==> src/rtl/alu_seq_pkg.sv <==
// alu_seq_pkg -- shared definitions for the ALU operation sequencer.
//   CMD_W / *_LSB / *_BIT : layout of the 22-bit queued command word
//                           {chain, sel[3:0], cin, b[7:0], a[7:0]}
//   alu_seq_state_e       : sequencer FSM state encoding
//   DEFAULT_DEPTH         : default command FIFO depth
// Optional feature macro used by the sequencer: ALU_SEQ_CARRY_CHAIN_EN
package alu_seq_pkg;

   localparam int CMD_W         = 22;
   localparam int A_LSB         = 0;
   localparam int B_LSB         = 8;
   localparam int CIN_BIT       = 16;
   localparam int SEL_LSB       = 17;
   localparam int CHAIN_BIT     = 21;
   localparam int DEFAULT_DEPTH = 4;

   typedef enum logic [1:0] {
      IDLE  = 2'd0,
      DRIVE = 2'd1,
      HOLD  = 2'd2
   } alu_seq_state_e;

endpackage

==> src/rtl/alu_seq_fifo.sv <==
// alu_seq_fifo -- synchronous command FIFO for the ALU sequencer.
//   clk, rst_n : clock, asynchronous active-low reset (empties the FIFO)
//   push/wdata : write request and data; ignored while full
//   pop/rdata  : read request; rdata always shows the head entry
//   full/empty : occupancy flags
//   count      : number of stored entries (0..DEPTH)
module alu_seq_fifo
   import alu_seq_pkg::*;
#(
   parameter int DEPTH = DEFAULT_DEPTH,
   parameter int W     = CMD_W,
   localparam int AW   = $clog2(DEPTH)
) (
   input  logic          clk,
   input  logic          rst_n,
   input  logic          push,
   input  logic [W-1:0]  wdata,
   input  logic          pop,
   output logic [W-1:0]  rdata,
   output logic          full,
   output logic          empty,
   output logic [AW:0]   count
);

   logic [W-1:0]  mem [DEPTH];
   logic [AW-1:0] wr_ptr;
   logic [AW-1:0] rd_ptr;
   logic          do_push;
   logic          do_pop;

   assign do_push = push && !full;
   assign do_pop  = pop && !empty;
   assign full    = (count == (AW+1)'(DEPTH));
   assign empty   = (count == '0);
   assign rdata   = mem[rd_ptr];

   // DEPTH is a power of two, so the pointers wrap naturally.
   always_ff @(posedge clk or negedge rst_n) begin
      if (!rst_n) begin
         wr_ptr <= '0;
         rd_ptr <= '0;
         count  <= '0;
      end else begin
         if (do_push) wr_ptr <= wr_ptr + 1'b1;
         if (do_pop)  rd_ptr <= rd_ptr + 1'b1;
         case ({do_push, do_pop})
            2'b10:   count <= count + 1'b1;
            2'b01:   count <= count - 1'b1;
            default: count <= count;
         endcase
      end
   end

   // Storage needs no reset: entries are only read behind the count.
   always_ff @(posedge clk) begin
      if (do_push) mem[wr_ptr] <= wdata;
   end

endmodule

==> src/rtl/alu_op_sequencer.sv <==
// alu_op_sequencer -- queues ALU commands and sequences them one at a time
// through an external combinational ALU, presenting each result on a
// valid/ready output.
//   clk, rst_n                       : clock, asynchronous active-low reset
//   cmd_valid/cmd_ready, cmd_a/b/cin/sel/chain : command input
//   alu_a/b/cin/s (registered)       : operands driven to the ALU
//   alu_d/z/cout                     : ALU results
//   res_valid/res_ready, res_d/z/cout: result output
//   busy                             : FSM not IDLE or commands queued
//   fsm_state, fifo_count            : debug visibility of FSM and FIFO
// Handshakes (cmd_*, res_*): a transfer happens on a rising edge where valid
// and ready are both high; the source holds valid and data until then.
// Macro ALU_SEQ_CARRY_CHAIN_EN: when defined, a command with cmd_chain set
// uses the carry-out of the previous operation as its carry-in.
module alu_op_sequencer
   import alu_seq_pkg::*;
#(
   parameter int DEPTH = DEFAULT_DEPTH,
   localparam int CW   = $clog2(DEPTH) + 1
) (
   input  logic           clk,
   input  logic           rst_n,
   input  logic           cmd_valid,
   output logic           cmd_ready,
   input  logic [7:0]     cmd_a,
   input  logic [7:0]     cmd_b,
   input  logic           cmd_cin,
   input  logic [3:0]     cmd_sel,
   input  logic           cmd_chain,
   output logic [7:0]     alu_a,
   output logic [7:0]     alu_b,
   output logic           alu_cin,
   output logic [3:0]     alu_s,
   input  logic [7:0]     alu_d,
   input  logic           alu_z,
   input  logic           alu_cout,
   output logic           res_valid,
   input  logic           res_ready,
   output logic [7:0]     res_d,
   output logic           res_z,
   output logic           res_cout,
   output logic           busy,
   output alu_seq_state_e fsm_state,
   output logic [CW-1:0]  fifo_count
);

   logic [CMD_W-1:0] cmd_word;
   logic [CMD_W-1:0] head;
   logic             full;
   logic             empty;
   logic             pop;
   logic             next_cin;

   assign cmd_word = {cmd_chain, cmd_sel, cmd_cin, cmd_b, cmd_a};

   alu_seq_fifo #(.DEPTH(DEPTH), .W(CMD_W)) u_fifo (
      .clk   (clk),
      .rst_n (rst_n),
      .push  (cmd_valid),
      .wdata (cmd_word),
      .pop   (pop),
      .rdata (head),
      .full  (full),
      .empty (empty),
      .count (fifo_count)
   );

   assign cmd_ready = !full;
   assign busy      = (fsm_state != IDLE) || !empty;

   // A new command is issued from IDLE, or straight out of HOLD when the
   // current result is accepted, which gives one result every two cycles.
   assign pop = !empty && ((fsm_state == IDLE) ||
                           ((fsm_state == HOLD) && res_ready));

`ifdef ALU_SEQ_CARRY_CHAIN_EN
   logic last_cout;
   assign next_cin = head[CHAIN_BIT] ? last_cout : head[CIN_BIT];
`else
   logic unused_chain;
   assign unused_chain = ^{cmd_chain, head[CHAIN_BIT]};
   assign next_cin     = head[CIN_BIT];
`endif

   always_ff @(posedge clk or negedge rst_n) begin
      if (!rst_n) begin
         fsm_state <= IDLE;
         alu_a     <= '0;
         alu_b     <= '0;
         alu_cin   <= 1'b0;
         alu_s     <= '0;
         res_valid <= 1'b0;
         res_d     <= '0;
         res_z     <= 1'b0;
         res_cout  <= 1'b0;
`ifdef ALU_SEQ_CARRY_CHAIN_EN
         last_cout <= 1'b0;
`endif
      end else begin
         case (fsm_state)
            IDLE: begin
               if (!empty) fsm_state <= DRIVE;
            end
            // One settling cycle for the ALU, then capture its outputs.
            DRIVE: begin
               res_d     <= alu_d;
               res_z     <= alu_z;
               res_cout  <= alu_cout;
               res_valid <= 1'b1;
`ifdef ALU_SEQ_CARRY_CHAIN_EN
               last_cout <= alu_cout;
`endif
               fsm_state <= HOLD;
            end
            HOLD: begin
               if (res_ready) begin
                  res_valid <= 1'b0;
                  fsm_state <= empty ? IDLE : DRIVE;
               end
            end
            default: fsm_state <= IDLE;
         endcase
         // Operand registers change only on issue, so they hold the last
         // issued command through HOLD and IDLE.
         if (pop) begin
            alu_a   <= head[A_LSB +: 8];
            alu_b   <= head[B_LSB +: 8];
            alu_s   <= head[SEL_LSB +: 4];
            alu_cin <= next_cin;
         end
      end
   end

endmodule

==> config.mk <==
export PLATFORM = sky130hd
export DESIGN_NAME = alu_op_sequencer
export DESIGN_NICKNAME = d
export VERILOG_FILES = /design/src/rtl/alu_seq_pkg.sv /design/src/rtl/alu_seq_fifo.sv /design/src/rtl/alu_op_sequencer.sv
export SDC_FILE = /design/constraint.sdc
export NUM_CORES = 1
export LEC_CHECK = 0
export CAP_MARGIN = 20
export CORE_MARGIN = 5
export CORE_UTILIZATION = 45
export CTS_CLUSTER_DIAMETER = 150
export DETAILED_ROUTE_END_ITERATION = 10
export PLACE_DENSITY = 0.69
export REMOVE_ABC_BUFFERS = 1
export SYNTH_ARGS = -nofsm -noshare
export SYNTH_HDL_FRONTEND = slang
export SYNTH_SLANG_ARGS = --single-unit
==> constraint.sdc <==
create_clock -name clk -period 3 [get_ports clk]
set_input_delay 0.6 -clock clk [delete_from_list [all_inputs] [get_ports clk]]
set_output_delay 0.6 -clock clk [all_outputs]
set_load 0.01 [all_outputs]
==> Word-level counts from Yosys, hierarchy flattened <==
Memories as Yosys holds them, arrays and structs flattened. A register that Yosys moved wholly into a read port is not among the register bits.
Cells that the tools add are included.
{ "word_totals": {"romBits": 0, "mem_bits_rw": 88, "latchBits": 0, "memories": 1, "reg_bits": 20} }
{ "op_classes": {"div": 0, "n_eq_ne": 7, "bitwise": 0, "reduce_logical": 16, "n_addsub": 4, "muxes": 9, "mul": 0, "order_cmp": 0, "n_shift": 0} }
{ "memory_table": {"columns": ["memory", "words", "word_bits", "read_ports", "rd_clocked_by_memory_dff", "wr", "line_no", "rtl"], "rows": [
  ["u_fifo.mem", 4, 22, 1, 1, 1, "alu_seq_fifo.sv:25", "logic [W-1:0] mem [DEPTH];"]
]} }
{ "ops": {"columns": ["operator", "n"], "rows": [
  ["$pmux W2 S3", 1],
  ["$pmux W3 S2", 1],
  ["$reduce_bool A2 Y1", 3],
  ["$add A2 B1 Y2 const B", 2],
  ["$eq A2 B1 Y1 const B", 2],
  ["$eq A2 B2 Y1 const B", 2],
  ["$logic_and A1 B1 Y1", 4],
  ["$mux W1", 4],
  ["$mux W2", 2],
  ["$ne A2 B2 Y1 const B", 2],
  ["$reduce_and A2 Y1", 2],
  ["$add A3 B1 Y3 const B", 1],
  ["$eq A3 B3 Y1 const B", 1],
  ["$logic_not A1 Y1", 3],
  ["$logic_not A3 Y1", 1],
  ["$sub A3 B1 Y3 const B", 1],
  ["$logic_not A2 Y1", 1],
  ["$logic_or A1 B1 Y1", 2],
  ["$pmux W1 S2", 1]
]} }

==> Depth between registers and ports, before layout <==
Gate-level depths: netlist of run 1.
{ "logic_depth": {"ltp_word": 7, "ltp_mapped": 8} }

==> By module <==
A second synthesis of run 1 with hierarchy kept.
{ "hier_totals": {"cells_unflattened": 233, "area_unflattened_um2": 5021.1} }
{ "modules_own_cells": {"columns": ["module", "instances", "seq_area_each_um2", "cells_per_inst", "area_per_inst_um2"], "rows": [
  ["alu_seq_fifo", 1, 2817.7, 152, 3639.7],
  ["alu_op_sequencer", 1, 850.8, 81, 1381.3]
]} }

==> Worst setup path before layout of run 1 <==
OpenSTA, ideal clock, no wires.
{ "synth_timing": {"kind": "input port to flip-flop", "from": "in res_ready", "to": "reg u_fifo.count[1]", "setup_time_ns": 0.125, "cell_stages": 6, "arrival_time_ns": 2.109, "setup_slack_ns": 0.766, "cell_sequence": "and2b_1 -> nor3_4 -> buf_4 -> ha_1 -> fa_1 -> mux2_2"} }
{ "synth_between": {"elab_chain_cells": 6} }
{ "synth_lines": {"columns": ["element", "line_no", "rtl"], "rows": [
  ["start, declared", "alu_op_sequencer.sv:38", "input logic res_ready,"],
  ["$logic_and A1 B1 Y1 *", "alu_op_sequencer.sv:74", "((fsm_state == HOLD) && res_ready));"],
  ["$logic_or A1 B1 Y1 *", "alu_op_sequencer.sv:73", "assign pop = !empty && ((fsm_state == IDLE) ||"],
  ["$logic_and A1 B1 Y1 *", "alu_op_sequencer.sv:73", null],
  ["named net pop", "alu_op_sequencer.sv:51", "logic pop;"],
  ["$logic_and A1 B1 Y1 *", "alu_seq_fifo.sv:32", "assign do_pop = pop && !empty;"],
  ["$eq A2 B1 Y1 / $eq A2 B2 Y1 (equally long branches)", "alu_seq_fifo.sv:46", "case ({do_push, do_pop})"],
  ["$pmux W3 S2 / $reduce_bool A2 Y1 (equally long branches)", null, null],
  ["end signal, assigned", "alu_seq_fifo.sv:47", "2'b10: count <= count + 1'b1;"],
  ["end signal, assigned", "alu_seq_fifo.sv:48", "2'b01: count <= count - 1'b1;"],
  ["end signal, assigned", "alu_seq_fifo.sv:49", "default: count <= count;"],
  ["end, declared", "alu_seq_fifo.sv:22", "output logic [AW:0] count"]
]} }
Mark *: on every way through the listed nets, which the timed path passes. The rest lies on a longest branch.
A chain may end at the register's enable or synchronous reset.

==> Final worst setup path of run 1 <==
{ "layout_timing": {"from": "reg u_fifo.count[1]", "to": "out busy"} }
{ "layout_between": {"elab_chain_cells": 3} }
{ "layout_lines": {"columns": ["element", "line_no", "rtl"], "rows": [
  ["$logic_not A3 Y1", "alu_seq_fifo.sv:34", "assign empty = (count == '0);"],
  ["$logic_not A1 Y1", "alu_op_sequencer.sv:69", "assign busy = (fsm_state != IDLE) || !empty;"],
  ["$logic_or A1 B1 Y1", "alu_op_sequencer.sv:69", null],
  ["end, declared", "alu_op_sequencer.sv:42", "output logic busy,"]
]} }
No other way between the ends.

==> impl_metrics.yaml, run 1 <==
floorplan:
  die_height_um: 114
  rows: 37
  initial_utilization_pct: 46.4
  die-area_mm2: 0.0129
  core_area_mm2: 0.0104
  die_w_um: 114
  io_pins: 75
clock_network:
  clk_pin_slew_ps: 60
  cts-buffers-inserted: 17
  postCtsResizedCells: 0
  clk_latency_ps: 500
  ctsLongestPathBuffers: 2
  postCtsHoldBufs: 0
  clock_sinks: 125
  cts_tree: "yes"
  cts_setup_buffers: 0
  htree_levels: 4
  clk_root_buffer_cell: "clkbuf_8"
timing:
  tightest_slew_ps: 793
  hold_viol_final: 0
  layout_setup_ws_ps: 473
  slew_violations: 0
  slew_headroom_pct: 46.9
  fmax_ghz: 0.396
  min_period_over_period_pct: 84.2
  finalSetupViolCount: 0
  finClkSkew_ps: 7.03
  min_period_ps: 2530
  fin_setup_tns_ps: 0
  rsz0062_at_grt: "no"
critical_path:
  cp.arrival_ps: 1930
  cp_top_family: "simple AND/OR/NAND/NOR gates"
  end_kind: "output pin"
  max_stage_delay_ps: 490
  path_cells: "nor3_2 -> nand2_1 -> clkdlybuf4s50_1"
  crit_required_ps: 2400
  criticalPathCategory: "reg2out"
  slowest_stage: "clkdlybuf4s50_1"
  crit_buf_inv: 1
  crit_path_start_kind: "flop"
  cp_max_fo: 5
  r2r_slack_ps: 900
finish:
  drive_gt1_share_pct: 28.7
  fillers: 754
  layout.nets: 360
  syn_to_final_growth_pct: 31.1
  antennaDiodeCount: 0
  final_util_pct: 60.9
routing:
  wl_per_cell_um: 18.3
  postRouteWirelength_um: 8540
  drc: 0
  dr.first_iter.drc_count: 87
  antenna_left: 0
  vias: 2351
  dr.pass1.iters: 4
  viasPerCell: 5.03
synth:
  avgSynthCellArea_um2: 21.7
  synth.largest_area_cell: "edfxtp_1"
  synth.area.top_cells: "edfxtp_1, dfrtp_1, mux4_2, mux2_4, mux2_2"
  syn_inst: 223
  synth_edf_count: 84
  yosysSeqAreaShare_pct: 73.4
  synth-async-reset-ratio_pct: 32.8
  yosys_warnings: 0
  netlist_area_mm2: 0.00484
  synth_ff_type: "edfxtp_1"
  synth_top_area_share_pct: 52.1
  synth.most_common_cell: "edfxtp_1"
  synth_cell_types: 29
  ys_seq_elements: 125
  yosys-top-cells-count: "edfxtp_1, dfrtp_1, mux2_4"
global_route:
  grt_start_max_net_pins: 24
  grt_first_pass_wirelength_um: 14000
  grt_use_total_pct: 14.5
  grt_overflow: 0
  grt_antenna_before_repair: 0
  first_global_vias: 2614
pwr:
  power_frac_seq_pct: 38.6
  combinationalPowerShare_pct: 33.0
  switching_share_pct: 26.9
  p_switching_w: 0.00191
  p_leak_nw: 2.40
  irDropWorstVdd_mv: 0.489
  internal-power_w: 0.00519
  finalPower_w: 0.00710
  clockPowerShare_pct: 28.4
  powerDensity_mw_per_mm2: 1120
placement:
  io_buffers: 73
  pre_cts_slack_ps: 504
  routabilityCongestion: 0.721
  hpwlAfterDp_um: 5420
status:
  status: "complete, no violations"
flow_run:
  cap_violations: 0
min_path:
  hold_class: "in2async"
## metrics by stage
stage	hold slack (ps)	area, µm²	std cells
6_report	48.7	6340	467
5_1_grt	83.6	6340	467
4_1_cts	56.1	6340	467
3_5_place_dp	495	5740	435
3_3_place_gp	488	5740	435
2_1_floorplan	304	4760	215
## per-layer routing
layer | up-vias | part of all wire (%) | GRT usage (%)
li1 | 1070 | - | -
met5 | - | 0 | 0
met2 | 71 | 50 | 23.6
met1 | 1203 | 44 | 18.4
met4 | 0 | 0.69 | 4.09
met3 | 7 | 6.0 | 5.31
## kinds of logic after synthesis
group,after synthesis,synth area share [%]
compound gates,3,0.362
xor+xnor,6,1.09
fa+ha+maj,6,1.71
buf+inv,13,2.02
flops,125,73.4
mux,54,19.2
simple gates,16,2.30
## layout make-up
cell class	count	area, µm²	share of cell area [%]
sequential	125	3550	56.0
timing repair buffer	84	808	12.7
inverter	5	18.8	0.296
tap	136	170	2.68
multi-input combinational	85	1190	18.8
clock inverter	3	41.3	0.651
clock buffer	29	563	8.88
## state kept, by name, summed over array words and instances (netlist names)
register and flops:
alu_b 8, alu_s 4, res_d 8, alu_a 8
fsm_state 2, u_fifo.mem 84, res_z 1, u_fifo.rd_ptr 2
res_cout 1, alu_cin 1, u_fifo.wr_ptr 2, u_fifo.count 3
res_valid 1
## worst paths after layout
path	start	to	cells past startpoint
setup / recovery	u_fifo.count[1]	busy	3
hold / removal	rst_n	alu_b[2]	1
setup reg to reg	u_fifo.count[1]	u_fifo.count[1]	6
hold reg to reg	res_d[3]	res_d[3]	1
max in group asynchronous	rst_n	res_d[7]	2
min in group clk	res_d[3]	res_d[3]	1
## layout by cell type, fill, tap and decap left out, types with 2 or more instances in the layout
cell and instances:
nand2_1 2, ha_1 5, clkbuf_8 5, clkbuf_1 5
dfrtp_1 40, nor2_1 3, clkdlybuf4s50_1 72, buf_4 11
a21oi_1 2, xnor2_1 3, mux4_1 3, clkbuf_16 19
edfxtp_1 84, mux4_2 18, mux2_4 19, mux2_2 14
xor2_1 3, inv_1 5, and3_1 4
## power by group through the flow
stage / clock (W) / combinational (W) / sequential (W)
2_1_floorplan: 0 / 0.00130 / 0.00286
3_3_place_gp: 0 / 0.00234 / 0.00276
3_5_place_dp: 0 / 0.00239 / 0.00277
4_1_cts: 0.00205 / 0.00240 / 0.00275
5_1_grt: 0.00213 / 0.00253 / 0.00282
6_report: 0.00202 / 0.00234 / 0.00274
No activity file was read; power rests on OpenSTA's default activity.
==> inputs of run 2 (changes only) <==
clock period = 2.4 ns   (was 3 ns; I/O delays follow)
==> impl_metrics.yaml, run 2 (synthesis results as in run 1) <==
critical_path:
  max_stage_delay_ps: 490
  crit_path_start_kind: "flop"
  cp_max_fo: 4
  r2r_end: "u_fifo.count[1]"
  reg2regPathDepth: 6
  cp.arrival_ps: 1730
  end_kind: "output pin"
  crit_required_ps: 1920
  slowest_stage: "clkdlybuf4s50_1"
  criticalPathCategory: "reg2out"
  path_cells: "nor3_4 -> nand2_1 -> clkdlybuf4s50_1"
  crit_start: "u_fifo.count[2]"
  timing.rr.start: "u_fifo.count[1]"
  r2r_slack_ps: 280
routing:
  drc: 0
  wl_per_cell_um: 18.6
  dr.first_iter.drc_count: 57
  antenna_left: 0
  dr.pass1.iters: 4
  postRouteWirelength_um: 8780
  vias: 2399
  viasPerCell: 5.07
clock_network:
  clock_sinks: 125
  postCtsHoldBufs: 0
  ctsLongestPathBuffers: 2
  cts-buffers-inserted: 17
  clk_pin_slew_ps: 60
  clk_latency_ps: 510
  clk_root_buffer_cell: "clkbuf_8"
  htree_levels: 4
  cts_tree: "yes"
floorplan:
  initial_utilization_pct: 46.4
  die_height_um: 114
  core_area_mm2: 0.0104
  io_pins: 75
  die_w_um: 114
  rows: 37
  die-area_mm2: 0.0129
placement:
  dpl_cell_area_mm2: 0.00578
  routabilityCongestion: 0.694
  hpwlAfterDp_um: 5520
  io_buffers: 73
  pre_cts_slack_ps: 48.9
status:
  status: "complete, no violations"
flow_run:
  cap_violations: 0
global_route:
  first_global_vias: 2651
  grt_overflow: 0
  grt_first_pass_wirelength_um: 14100
  grt_antenna_before_repair: 0
  grt_start_max_net_pins: 42
  grt_use_total_pct: 14.7
min_path:
  hold_class: "in2async"
finish:
  final_util_pct: 60.6
  regMostFlops: "u_fifo.mem"
  largest_reg_flops: 84
  final_common_cell: "edfxtp_1"
  layout.nets: 366
  drive_gt1_share_pct: 30.6
  final_cell_mix: "edfxtp_1, clkdlybuf4s50_1, dfrtp_1, mux2_4, mux4_2"
  syn_to_final_growth_pct: 30.6
  stdcell_area_mm2: 0.00632
  antennaDiodeCount: 0
pwr:
  powerDensity_mw_per_mm2: 1370
  p_leak_nw: 2.39
  irDropWorstVdd_mv: 0.729
timing:
  rsz0062_at_grt: "no"
  finalSetupViolCount: 0
  slew_headroom_pct: 63.2
  tightest_slew_ps: 551
  finClkSkew_ps: 13.3
  min_period_ps: 2210
  hold_viol_final: 0
  layout_setup_ws_ps: 190
  fmax_ghz: 0.452
  slew_violations: 0
  min_period_over_period_pct: 92.1
-- run 2: cell count changes in the layout (fill, tap and decap cells not counted), sizes merged, moves of 2 or more --
| cell | change |
|---|---|
| clkinvlp | +2 |
| clkinv | +4 |
| buf | +6 |
| clkbuf | -4 |
-- run 2: where the power goes --
part	switching, W	internal, W
registers	0.000313	0.00301
clock network	0.000845	0.00137
logic	0.00126	0.00186
-- run 2: per-layer routing --
metal  wire length [µm]  part of all wire [%]  track usage [%]  up-vias
li1                   -                     -                -     1079
met1               3820                    43             18.4     1228
met2               4310                    49             23.4       79
met3                525                   6.0             4.83       13
met4                124                   1.4             6.73        0
met5                  0                     0                0        -
-- run 2: cell type report --
| class | count | area (µm²) |
|---|---|---|
| Inverter | 5 | 18.8 |
| Tap cell | 136 | 170 |
| Clock buffer | 25 | 485 |
| Fill cell | 782 | 4100 |
| Timing Repair Buffer | 90 | 852 |
| Clock inverter | 7 | 40.0 |
| Multi-Input combinational cell | 85 | 1200 |
| Sequential cell | 125 | 3550 |
-- run 2: how the worst max path moves through the flow --
| stage | end | slack, ps | depth (start not counted) |
|---|---|---|---|
| 6_report | busy | 190 | 3 |
| 5_1_grt | busy | 100 | 3 |
| 4_1_cts | busy | 30 | 3 |
| 3_5_place_dp | u_fifo.count[1] | 50 | 6 |
| 3_3_place_gp | u_fifo.count[1] | 70 | 6 |
| 2_1_floorplan | u_fifo.count[1] | -260 | 5 |
-- run 2: stage by stage --
step,hold slack [ps],setup TNS [ps],cells,power [W]
2_1_floorplan,184,-354,215,0.00519
3_3_place_gp,489,0,440,0.00643
3_5_place_dp,494,0,440,0.00651
4_1_cts,44.1,0,472,0.00879
5_1_grt,67.4,0,473,0.00913
6_report,33.9,0,473,0.00867
-- run 2: critical path, delay by kind of cell, from the launching register on --
kind          cells  cell delay (ps)
simple gates      2              290
buf+inv           1              490
flops             1              440
-- run 2: repair_timing --
action                     4_1_cts  5_1_grt
resized for setup                4        0
setup endpoints to repair        2        1
gates cloned                     0        0
pin swaps                        0        1
setup buffers                    0        1
